File: config.mk
export PLATFORM = sky130hd
export DESIGN_NAME = spi_slave_frontend_flat
export DESIGN_NICKNAME = d
export VERILOG_FILES = /design/src/rtl/spi_slave_frontend_if.sv /design/src/rtl/spi_slave_frontend.sv /design/src/flat_wrapper.sv
export SDC_FILE = /design/constraint.sdc
export NUM_CORES = 1
export LEC_CHECK = 0
export ABC_CLOCK_PERIOD_IN_PS = 3800
export BUFFER_PORTS_ARGS = -buffer_cell sky130_fd_sc_hd__buf_2
export CAP_MARGIN = 20
export CORE_ASPECT_RATIO = 2
export CORE_MARGIN = 3
export CORE_UTILIZATION = 25
export CTS_CLUSTER_SIZE = 12
export DETAILED_ROUTE_END_ITERATION = 10
export MAX_ROUTING_LAYER = met4
export PLACE_DENSITY = 0.52
export SETUP_SLACK_MARGIN = 0.1
export SYNTH_ARGS = -nofsm -noshare
export SYNTH_HDL_FRONTEND = slang
export SYNTH_SLANG_ARGS = --single-unit
File: constraint.sdc
create_clock -name clk -period 3.8 [get_ports clk]
set_clock_uncertainty 0.2 [all_clocks]
set_input_delay 0.19 -clock clk [delete_from_list [all_inputs] [get_ports clk]]
set_output_delay 0.19 -clock clk [all_outputs]
set_load 0.1 [all_outputs]
File: src/rtl/spi_slave_frontend_if.sv
// SPI pin and register-file bus bundle for spi_slave_frontend.
// The slave modport is the frontend's own view; master is the view of
// whatever drives the SPI pins and serves register reads.
interface spi_slave_frontend_if;
  logic        i_sclk;
  logic        i_cs_n;
  logic        i_mosi;
  logic        o_miso;
  logic        o_miso_oe;
  logic [15:0] o_addr;
  logic [15:0] o_wdata;
  logic        o_wr;
  logic [15:0] i_rdata;
  logic        o_busy;
  logic        o_frame_err;

  modport slave (
    input  i_sclk, i_cs_n, i_mosi, i_rdata,
    output o_miso, o_miso_oe, o_addr, o_wdata, o_wr, o_busy, o_frame_err
  );

  modport master (
    output i_sclk, i_cs_n, i_mosi, i_rdata,
    input  o_miso, o_miso_oe, o_addr, o_wdata, o_wr, o_busy, o_frame_err
  );
endinterface

File: src/rtl/spi_slave_frontend.sv
// SPI mode-0 slave that turns 32-bit host frames into register-file
// transactions. Frame layout (MSB first): bit31 = write flag, bits30:16 =
// address, bits15:0 = write data. Read data is returned on MISO during
// the second half of a read frame. SPI pins are oversampled by clk.
module spi_slave_frontend #(
  parameter int SYNC_STAGES = 2,
  parameter int RD_LAT      = 2
) (
  input logic                 clk,
  input logic                 rst,
  spi_slave_frontend_if.slave bus
);

  typedef enum logic [2:0] {
    S_IDLE,
    S_CMD,
    S_RD_WAIT,
    S_DATA,
    S_WR,
    S_DONE
  } state_t;

  // Synchroniser reset values, ordered {cs_n, sclk, mosi}: CS_N idles high.
  localparam logic [2:0] SYNC_RST = 3'b100;

  logic [2:0] pin_raw;
  logic [2:0] pin_sync;

  assign pin_raw = {bus.i_cs_n, bus.i_sclk, bus.i_mosi};

  genvar gi;
  generate
    for (gi = 0; gi < 3; gi++) begin : g_sync
      logic [SYNC_STAGES-1:0] chain_q;

      // Bring one asynchronous SPI pin into the clk domain.
      always_ff @(posedge clk or posedge rst) begin
        if (rst) begin
          chain_q <= {SYNC_STAGES{SYNC_RST[gi]}};
        end else begin
          chain_q <= {chain_q[SYNC_STAGES-2:0], pin_raw[gi]};
        end
      end

      assign pin_sync[gi] = chain_q[SYNC_STAGES-1];
    end
  endgenerate

  logic cs_s;
  logic sclk_s;
  logic mosi_s;
  logic sclk_prev_q;
  logic sclk_rise;
  logic sclk_fall;

  assign cs_s   = pin_sync[2];
  assign sclk_s = pin_sync[1];
  assign mosi_s = pin_sync[0];

  // Remember the previous synchronised SCLK level for edge detection.
  always_ff @(posedge clk or posedge rst) begin
    if (rst) begin
      sclk_prev_q <= 1'b0;
    end else begin
      sclk_prev_q <= sclk_s;
    end
  end

  assign sclk_rise = sclk_s & ~sclk_prev_q;
  assign sclk_fall = ~sclk_s & sclk_prev_q;

  state_t      state_q;
  logic [5:0]  bit_cnt_q;
  logic        rw_q;
  logic [15:0] cmd_sr_q;
  logic [15:0] data_sr_q;
  logic [15:0] hold_q;
  logic [15:0] tx_sr_q;
  logic [7:0]  rd_cnt_q;
  logic [15:0] addr_q;
  logic [15:0] wdata_q;
  logic        wr_q;
  logic        err_q;

  logic [15:0] cmd_sr_d;
  logic [15:0] data_sr_d;
  logic [5:0]  bit_cnt_d;

  assign cmd_sr_d  = {cmd_sr_q[14:0], mosi_s};
  assign data_sr_d = {data_sr_q[14:0], mosi_s};
  assign bit_cnt_d = bit_cnt_q + 6'd1;

  // Frame FSM: command decode, read-data fetch, data phase and write strobe.
  always_ff @(posedge clk or posedge rst) begin
    if (rst) begin
      state_q   <= S_IDLE;
      bit_cnt_q <= 6'd0;
      rw_q      <= 1'b0;
      cmd_sr_q  <= 16'h0000;
      data_sr_q <= 16'h0000;
      hold_q    <= 16'h0000;
      tx_sr_q   <= 16'h0000;
      rd_cnt_q  <= 8'd0;
      addr_q    <= 16'h0000;
      wdata_q   <= 16'h0000;
      wr_q      <= 1'b0;
      err_q     <= 1'b0;
    end else begin
      wr_q  <= 1'b0;
      err_q <= 1'b0;
      if (cs_s) begin
        // Releasing CS_N always ends the frame; a partial frame is an error.
        // Checking CS_N first means it beats a coincident 32nd SCLK rise.
        if (state_q != S_IDLE && bit_cnt_q != 6'd0 && bit_cnt_q < 6'd32) begin
          err_q <= 1'b1;
        end
        state_q   <= S_IDLE;
        bit_cnt_q <= 6'd0;
      end else begin
        case (state_q)
          S_IDLE: begin
            state_q   <= S_CMD;
            bit_cnt_q <= 6'd0;
          end
          S_CMD: begin
            if (sclk_rise) begin
              cmd_sr_q  <= cmd_sr_d;
              bit_cnt_q <= bit_cnt_d;
              if (bit_cnt_q == 6'd15) begin
                addr_q   <= {1'b0, cmd_sr_d[14:0]};
                rw_q     <= cmd_sr_d[15];
                rd_cnt_q <= 8'd0;
                state_q  <= cmd_sr_d[15] ? S_DATA : S_RD_WAIT;
              end
            end
          end
          S_RD_WAIT: begin
            // Give the register file RD_LAT cycles to present the new address.
            rd_cnt_q <= rd_cnt_q + 8'd1;
            if (rd_cnt_q == 8'(RD_LAT - 1)) begin
              hold_q  <= bus.i_rdata;
              state_q <= S_DATA;
            end
          end
          S_DATA: begin
            if (sclk_rise) begin
              data_sr_q <= data_sr_d;
              bit_cnt_q <= bit_cnt_d;
              if (bit_cnt_q == 6'd31) begin
                state_q <= rw_q ? S_WR : S_DONE;
              end
            end
            // Falling edge after bit 16 loads the read data; later ones shift it.
            if (sclk_fall && !rw_q) begin
              tx_sr_q <= (bit_cnt_q == 6'd16) ? hold_q : {tx_sr_q[14:0], 1'b0};
            end
          end
          S_WR: begin
            wdata_q <= data_sr_q;
            wr_q    <= 1'b1;
            state_q <= S_DONE;
          end
          S_DONE: begin
            // Extra SCLK edges beyond 32 are ignored until CS_N rises.
          end
          default: begin
            state_q <= S_IDLE;
          end
        endcase
      end
    end
  end

  assign bus.o_miso      = (state_q == S_DATA && !rw_q) ? tx_sr_q[15] : 1'b0;
  assign bus.o_miso_oe   = ~cs_s;
  assign bus.o_addr      = addr_q;
  assign bus.o_wdata     = wdata_q;
  assign bus.o_wr        = wr_q;
  assign bus.o_busy      = (state_q != S_IDLE);
  assign bus.o_frame_err = err_q;

endmodule
File: src/flat_wrapper.sv
// flat-port wrapper written by rule: the top's interface ports become plain ports
module spi_slave_frontend_flat 
#(
  parameter int SYNC_STAGES = 2,
  parameter int RD_LAT      = 2
)
  (clk, rst, bus_i_sclk, bus_i_cs_n, bus_i_mosi, bus_i_rdata, bus_o_miso, bus_o_miso_oe, bus_o_addr, bus_o_wdata, bus_o_wr, bus_o_busy, bus_o_frame_err);
  spi_slave_frontend_if bus_i ();
  input logic clk;
  input logic rst;
  input wire logic [$bits(bus_i.i_sclk)-1:0] bus_i_sclk;
  input wire logic [$bits(bus_i.i_cs_n)-1:0] bus_i_cs_n;
  input wire logic [$bits(bus_i.i_mosi)-1:0] bus_i_mosi;
  input wire logic [$bits(bus_i.i_rdata)-1:0] bus_i_rdata;
  output wire logic [$bits(bus_i.o_miso)-1:0] bus_o_miso;
  output wire logic [$bits(bus_i.o_miso_oe)-1:0] bus_o_miso_oe;
  output wire logic [$bits(bus_i.o_addr)-1:0] bus_o_addr;
  output wire logic [$bits(bus_i.o_wdata)-1:0] bus_o_wdata;
  output wire logic [$bits(bus_i.o_wr)-1:0] bus_o_wr;
  output wire logic [$bits(bus_i.o_busy)-1:0] bus_o_busy;
  output wire logic [$bits(bus_i.o_frame_err)-1:0] bus_o_frame_err;
  assign bus_i.i_sclk = bus_i_sclk;
  assign bus_i.i_cs_n = bus_i_cs_n;
  assign bus_i.i_mosi = bus_i_mosi;
  assign bus_i.i_rdata = bus_i_rdata;
  assign bus_o_miso = bus_i.o_miso;
  assign bus_o_miso_oe = bus_i.o_miso_oe;
  assign bus_o_addr = bus_i.o_addr;
  assign bus_o_wdata = bus_i.o_wdata;
  assign bus_o_wr = bus_i.o_wr;
  assign bus_o_busy = bus_i.o_busy;
  assign bus_o_frame_err = bus_i.o_frame_err;
  spi_slave_frontend #(.SYNC_STAGES(SYNC_STAGES), .RD_LAT(RD_LAT)) u_core (.clk(clk), .rst(rst), .bus(bus_i));
endmodule
==> results.toml, run 1 <==
[status]
outcome = "finished, final reports clean"

[final_layout]
num-nets-final = 479
layoutNonFillerInstCount = 729
drive_above_1_share = 0.390
diodes = 0
areaGrowthSynthToFinish_pct = 26.6

[floorplan]
die_area_mm2 = 0.0222
num_io_pins = 58
start_util = 0.256
die_w_um = 107
rows = 73
design.core.area_mm2 = 0.0199
die_y_um = 208

[sta]
hold_violations = 0
timing.final.crit_share = 0.652
fin_setup_tns_ns = 0
tightest_slew_ns = 0.850
min_period_ns = 2.48
finalSetupViolations = 0
relSlewSlack = 0.432
rsz0062_at_grt = "false"
drv_slew = 0
clock.fmax_ghz = 0.404

[logic_synthesis]
ys_warn_count = 0
synthAdderAreaFrac = 0.00984
synth-edff-count = 0
synth_top_family_by_area = "multiplexers"
synth_nets = 400
synth-seq-area-share = 0.596
yosys.area_share.xor_xnor = 0.00516
yosysUniqueCellTypes = 49
syn_area_per_cell_um2 = 13.6
synth-compound-area-share = 0.0482
synth-simple-area-share = 0.103
synth_cells = 375
muxShareOfSynthArea = 0.212
synth_top_flop_cell = "dfrtp_1"
async_flop_share = 1.00
ys_ff_latch = 121
synth_area_mm2 = 0.00509

[power]
p_leak_nw = 3.21
ir_worst_vdd_uv = 316
p_per_area_mw_per_mm2 = 484

[clocking]
htree_levels = 4
cts_tree = "done"
clockBufferDepth = 2
cts_setup_buffers = 0
cts_resized = 0
path_clk_slew_ns = 0.06
numClockSinks = 121
cts_made_buffers = 17
clk_latency_ns = 0.41
cts_root_buf = "clkbuf_16"

[global_routing]
antenna_found_initial = 0
grt_pass1_wl_um = 17200
grt_max_degree = 67
grt_overflow = 0
first_global_vias = 3352
track_usage = 0.103

[route]
via_per_inst = 4.33
firstDrtPassIters = 4
vias = 3155
routedWlPerCell_um = 14.1
drc_errors = 0
drt_wl_total_um = 10300
postRouteAntennaNets = 0
drt-initial-drc-count = 126

[place]
place_inst = 677
dpl.hpwl_um = 6890
port_buffers = 56
place_congestion = 0.706

[worst_setup_path]
start_kind = "register"
critPathKind = "register to register"
crit_path_max_incr_delay_ns = 0.67
worstPathMaxFanout = 28
crit_arrival_ns = 2.59
path_cells = "and4bb_2 -> nand4_2 -> and2_1 -> o31ai_1"
r2r-start = "u_core.state_q[0]"
worstSetupStartpoint = "u_core.state_q[0]"
reg2reg_slack_ns = 1.32
cp_slowest_cell = "nand4_2"
crit_required_ns = 3.91
endpoint_kind = "register"

[min_path]
hp-class = "register to register"
min-delay-start = "u_core.g_sync[0].chain_q[0]"

[flow_run]
maxCapViolCount = 0
through the flow:
step                 util  power [W]  setup slack (ns)  hold WS (ns)  area, um2
floorplan               -    0.00147             0.199      -0.00552       5090
global placement    0.283    0.00151              1.36         0.101       5640
detailed placement  0.283    0.00151              1.29         0.104       5640
CTS                 0.323    0.00318              1.26         0.149       6440
global route        0.323    0.00324              1.13         0.161       6440
finish              0.323    0.00312              1.32         0.146       6440
logic make-up after synthesis:
kind of cell / Yosys count
fa+ha+maj: 4
xor+xnor: 3
buf+inv: 28
flops: 121
simple gates: 84
mux: 94
compound gates: 40
other cells: 1
power by group:
group          internal, W  total [W]  switching [W]  leakage, nW
combinational    0.0000627   0.000139      0.0000761         1.31
sequential         0.00133    0.00136      0.0000314         1.63
clock             0.000998    0.00162       0.000622        0.282
total              0.00239    0.00312       0.000730         3.21
sequential cells by signal (all words and copies together) (netlist names):
register	count
u_core.tx_sr_q	16
u_core.cmd_sr_q	15
u_core.rd_cnt_q	8
u_core.bus.o_frame_err	1
u_core.g_sync.chain_q	6
u_core.state_q	3
u_core.hold_q	16
u_core.bit_cnt_q	6
u_core.data_sr_q	16
u_core.bus.o_addr	15
u_core.bus.o_wdata	16
u_core.sclk_prev_q	1
u_core.bus.o_wr	1
u_core.rw_q	1
synthesized netlist by cell type, types with 2 or more instances:
master,n,area [um2]
dfrtp_1,119,2980
mux2_2,69,777
nand2_1,23,86.3
o21ai_0,23,115
mux2i_1,15,150
nor2_1,12,45.0
mux2_4,10,150
buf_2,8,40.0
clkbuf_1,8,30.0
inv_1,8,30.0
nand3_1,7,35.0
nand2b_1,6,37.5
nor3_1,5,25.0
a21oi_1,4,20.0
ha_1,4,50.1
nand4b_1,4,35.0
and2_1,3,18.8
and3_1,3,18.8
nand4_1,3,18.8
nor3b_1,3,22.5
buf_6,2,22.5
dfstp_2,2,52.6
o2bb2ai_1,2,17.5
o311ai_0,2,17.5
o31ai_1,2,15.0
o41ai_1,2,17.5
or3b_1,2,17.5
or4b_1,2,20.0
xnor2_1,2,17.5
metal layers:
| metal | part of all wire | GRT usage |
|---|---|---|
| met3 | 0.021 | 0.0196 |
| met5 | 0 | - |
| met4 | 0.024 | 0.0583 |
| met2 | 0.55 | 0.176 |
| met1 | 0.41 | 0.108 |
critical path: cells and delay by family, from the launching register on:
kind            cells  cell delay [ns]
compound gates      1             0.21
flops               1             0.58
simple gates        3             1.39
final timing paths:
kind	to	cells after the start
setup / recovery	u_core.rd_cnt_q[1]	4
setup reg to reg	u_core.rd_cnt_q[1]	4
hold / removal	u_core.g_sync[0].chain_q[1]	0
hold reg to reg	u_core.g_sync[0].chain_q[1]	0
max in group asynchronous	u_core.g_sync[2].chain_q[1]	4
min in group asynchronous	u_core.bus.o_addr[10]	3
timing repair:
item	4_1_cts	5_1_grt
hold endpoints to repair	83	0
hold buffers	20	0
setup endpoints to repair	0	0
cell usage in the layout (no fill, tap or decap), drive strengths merged, types with 3 or more instances in the layout:
master / synthesis / layout
a21oi: 4 / 4
and2: 3 / 3
and3: 3 / 3
buf: 12 / 60
clkbuf: 8 / 18
clkinvlp: 0 / 4
dfrtp: 119 / 119
dlygate4sd3: 0 / 20
ha: 4 / 4
inv: 8 / 14
mux2: 79 / 79
mux2i: 15 / 15
nand2: 24 / 24
nand2b: 6 / 6
nand3: 7 / 7
nand4: 4 / 4
nand4b: 4 / 4
nor2: 12 / 12
nor3: 6 / 6
nor3b: 3 / 3
o21ai: 23 / 23
or4b: 3 / 3
final cells by class:
type                       instances  area, um2
sequential                       121       3030
multi-input combinational        226       1920
inverter                           8       32.5
clock inverter                    14        163
fill                            2042      13500
clock buffer                      18        439
timing repair buffer              80        523
tap                              262        328
No activity file was read; power rests on OpenSTA's default activity.
==> run 2, diff against run 1 <==
--- a/config.mk
+++ b/config.mk
@@ -5,7 +5,7 @@
 export SDC_FILE = /design/constraint.sdc
 export NUM_CORES = 1
 export LEC_CHECK = 0
-export ABC_CLOCK_PERIOD_IN_PS = 3800
+export ABC_CLOCK_PERIOD_IN_PS = 2300
 export BUFFER_PORTS_ARGS = -buffer_cell sky130_fd_sc_hd__buf_2
 export CAP_MARGIN = 20
 export CORE_ASPECT_RATIO = 2
@@ -14,7 +14,7 @@
 export CTS_CLUSTER_SIZE = 12
 export DETAILED_ROUTE_END_ITERATION = 10
 export MAX_ROUTING_LAYER = met4
-export PLACE_DENSITY = 0.52
+export PLACE_DENSITY = 0.51
 export SETUP_SLACK_MARGIN = 0.1
 export SYNTH_ARGS = -nofsm -noshare
 export SYNTH_HDL_FRONTEND = slang
==> constraint.sdc (replaced) <==
create_clock -name clk -period 2.3 [get_ports clk]
set_clock_uncertainty 0.2 [all_clocks]
set_input_delay 0.115 -clock clk [delete_from_list [all_inputs] [get_ports clk]]
set_output_delay 0.115 -clock clk [all_outputs]
set_load 0.1 [all_outputs]
==> results.toml, run 2 (same netlist as run 1, synthesis figures left out) <==
[status]
outcome = "finished, final reports clean"

[route]
dr_wl_met2_um = 5840
routedWlPerCell_um = 14.0
firstDrtPassIters = 4
dr.max_layer_used = "met4"
drc_errors = 0
drt_wl_total_um = 10500
via_per_inst = 4.31
wl_met1_um = 4140
postRouteAntennaNets = 0
drt-initial-drc-count = 99
route.met3.wl_um = 215
vias = 3220

[power]
p_per_area_mw_per_mm2 = 771
p_leak_nw = 3.29
ir_worst_vdd_uv = 445
totalPowerFinal_w = 0.00512

[sta]
clock.fmax_ghz = 0.459
timing.final.crit_share = 0.947
min_period_ns = 2.18
fin_ws_ns = 0.122
tightest_slew_ns = 0.645
fin_setup_tns_ns = 0
hold_violations = 0
rsz0062_at_grt = "true"
drv_slew = 0
finalSetupViolations = 0
relSlewSlack = 0.568

[worst_setup_path]
worstPathMaxFanout = 8
regToRegEndpoint = "u_core.hold_q[1]"
cp_slowest_cell = "or4b_4"
r2r-start = "u_core.rd_cnt_q[1]"
path_cells = "inv_1 -> ha_1 -> or4b_4 -> nor4_4 -> buf_6 -> nand2_4 -> mux2_4"
crit_path_max_incr_delay_ns = 0.47
crit_arrival_ns = 2.27
start_kind = "register"
critPathKind = "register to register"
crit_required_ns = 2.39
ff2ff_path_depth = 7
reg2reg_slack_ns = 0.12
endpoint_kind = "register"

[global_routing]
first_global_vias = 3580
antenna_found_initial = 0
grt_overflow = 0
grt_max_degree = 58
grt_pass1_wl_um = 17800
track_usage = 0.105

[final_layout]
drive_above_1_share = 0.419
fill_cells = 2061
stdcell_area_mm2 = 0.00664
areaGrowthSynthToFinish_pct = 30.6
seqCellArea_mm2 = 0.00303
num-nets-final = 497
mostFrequentLayoutCells = "118 x dfrtp_1, 69 x mux2_2, 55 x buf_2"
multi_input_area_mm2 = 0.00196
final_common_cell = "dfrtp_1"
diodes = 0
final_util = 0.334

[floorplan]
design.core.area_mm2 = 0.0199
die_area_mm2 = 0.0222
die_y_um = 208
die_w_um = 107
rows = 73
start_util = 0.256
num_io_pins = 58

[place]
port_buffers = 56
dpl_cell_area_mm2 = 0.00579
dpl.hpwl_um = 7250
pre_cts_slack_ns = 0.0289
place_congestion = 0.827

[clocking]
htree_levels = 4
clk_latency_ns = 0.41
path_clk_slew_ns = 0.06
cts_tree = "done"
clockBufferDepth = 2
cts_root_buf = "clkbuf_16"
numClockSinks = 121
cts_made_buffers = 17

[flow_run]
maxCapViolCount = 0

[min_path]
hp-class = "input port to async pin"
[run 2: cell count changes in the layout (fill, tap and decap cells not counted), moves of 3 or more]
cell	change
buf_12	+3
clkinvlp_4	+5
inv_6	-3
buf_4	+13
[run 2: worst max path at each step]
stage	startpoint	endpoint	slack (ns)	cells past startpoint
after floorplan	u_core.g_sync[2].chain_q[1]	u_core.state_q[0]	0.16	6
after global placement	u_core.rd_cnt_q[1]	u_core.hold_q[4]	0.09	6
after detailed placement	u_core.rd_cnt_q[1]	u_core.hold_q[7]	0.03	6
after CTS	u_core.rd_cnt_q[1]	u_core.hold_q[6]	0.05	7
after global routing	u_core.rd_cnt_q[1]	u_core.hold_q[1]	0.04	7
final	u_core.rd_cnt_q[1]	u_core.hold_q[1]	0.12	7
[run 2: final cells by class]
type	count	area share
Inverter	8	0.00565
Sequential cell	121	0.456
Tap cell	262	0.0493
Clock buffer	19	0.0682
Multi-Input combinational cell	227	0.294
Timing Repair Buffer	97	0.105
Clock inverter	13	0.0217
[run 2: routing by layer]
layer  GRT usage  vias up
li1            -     1526
met1       0.107     1632
met2       0.183       47
met3      0.0227       15
met4      0.0609        0
met5           -        -
[run 2: metrics by stage]
| stage | instances | hold WS (ns) |
|---|---|---|
| after global placement | 690 | 0.0131 |
| after CTS | 746 | 0.121 |
| final | 747 | 0.117 |
| after floorplan | 375 | -0.0805 |
| after detailed placement | 690 | 0.0246 |
| after global routing | 747 | 0.140 |
[run 2: timing repair]
item / in CTS / in global routing
gates cloned: 1 / 0
gates resized for setup: 3 / 2
setup endpoints to repair: 16 / 19
hold buffers: 20 / 0
pin swaps: 1 / 1
setup buffers: 3 / 1
hold endpoints to repair: 41 / 0
[run 2: worst max-delay path: cells and delay by family (launching register included)]
family	cells	cell delay, ns
flip-flops	1	0.39
adder cells (fa/ha/maj)	1	0.13
AND/OR/NAND/NOR	3	0.76
buffers and inverters	2	0.24
multiplexers	1	0.34
[run 2: report_power, final]
group,switching [W],internal [W]
Sequential,0.0000500,0.00219
Combinational,0.000134,0.000114
Clock,0.000975,0.00165
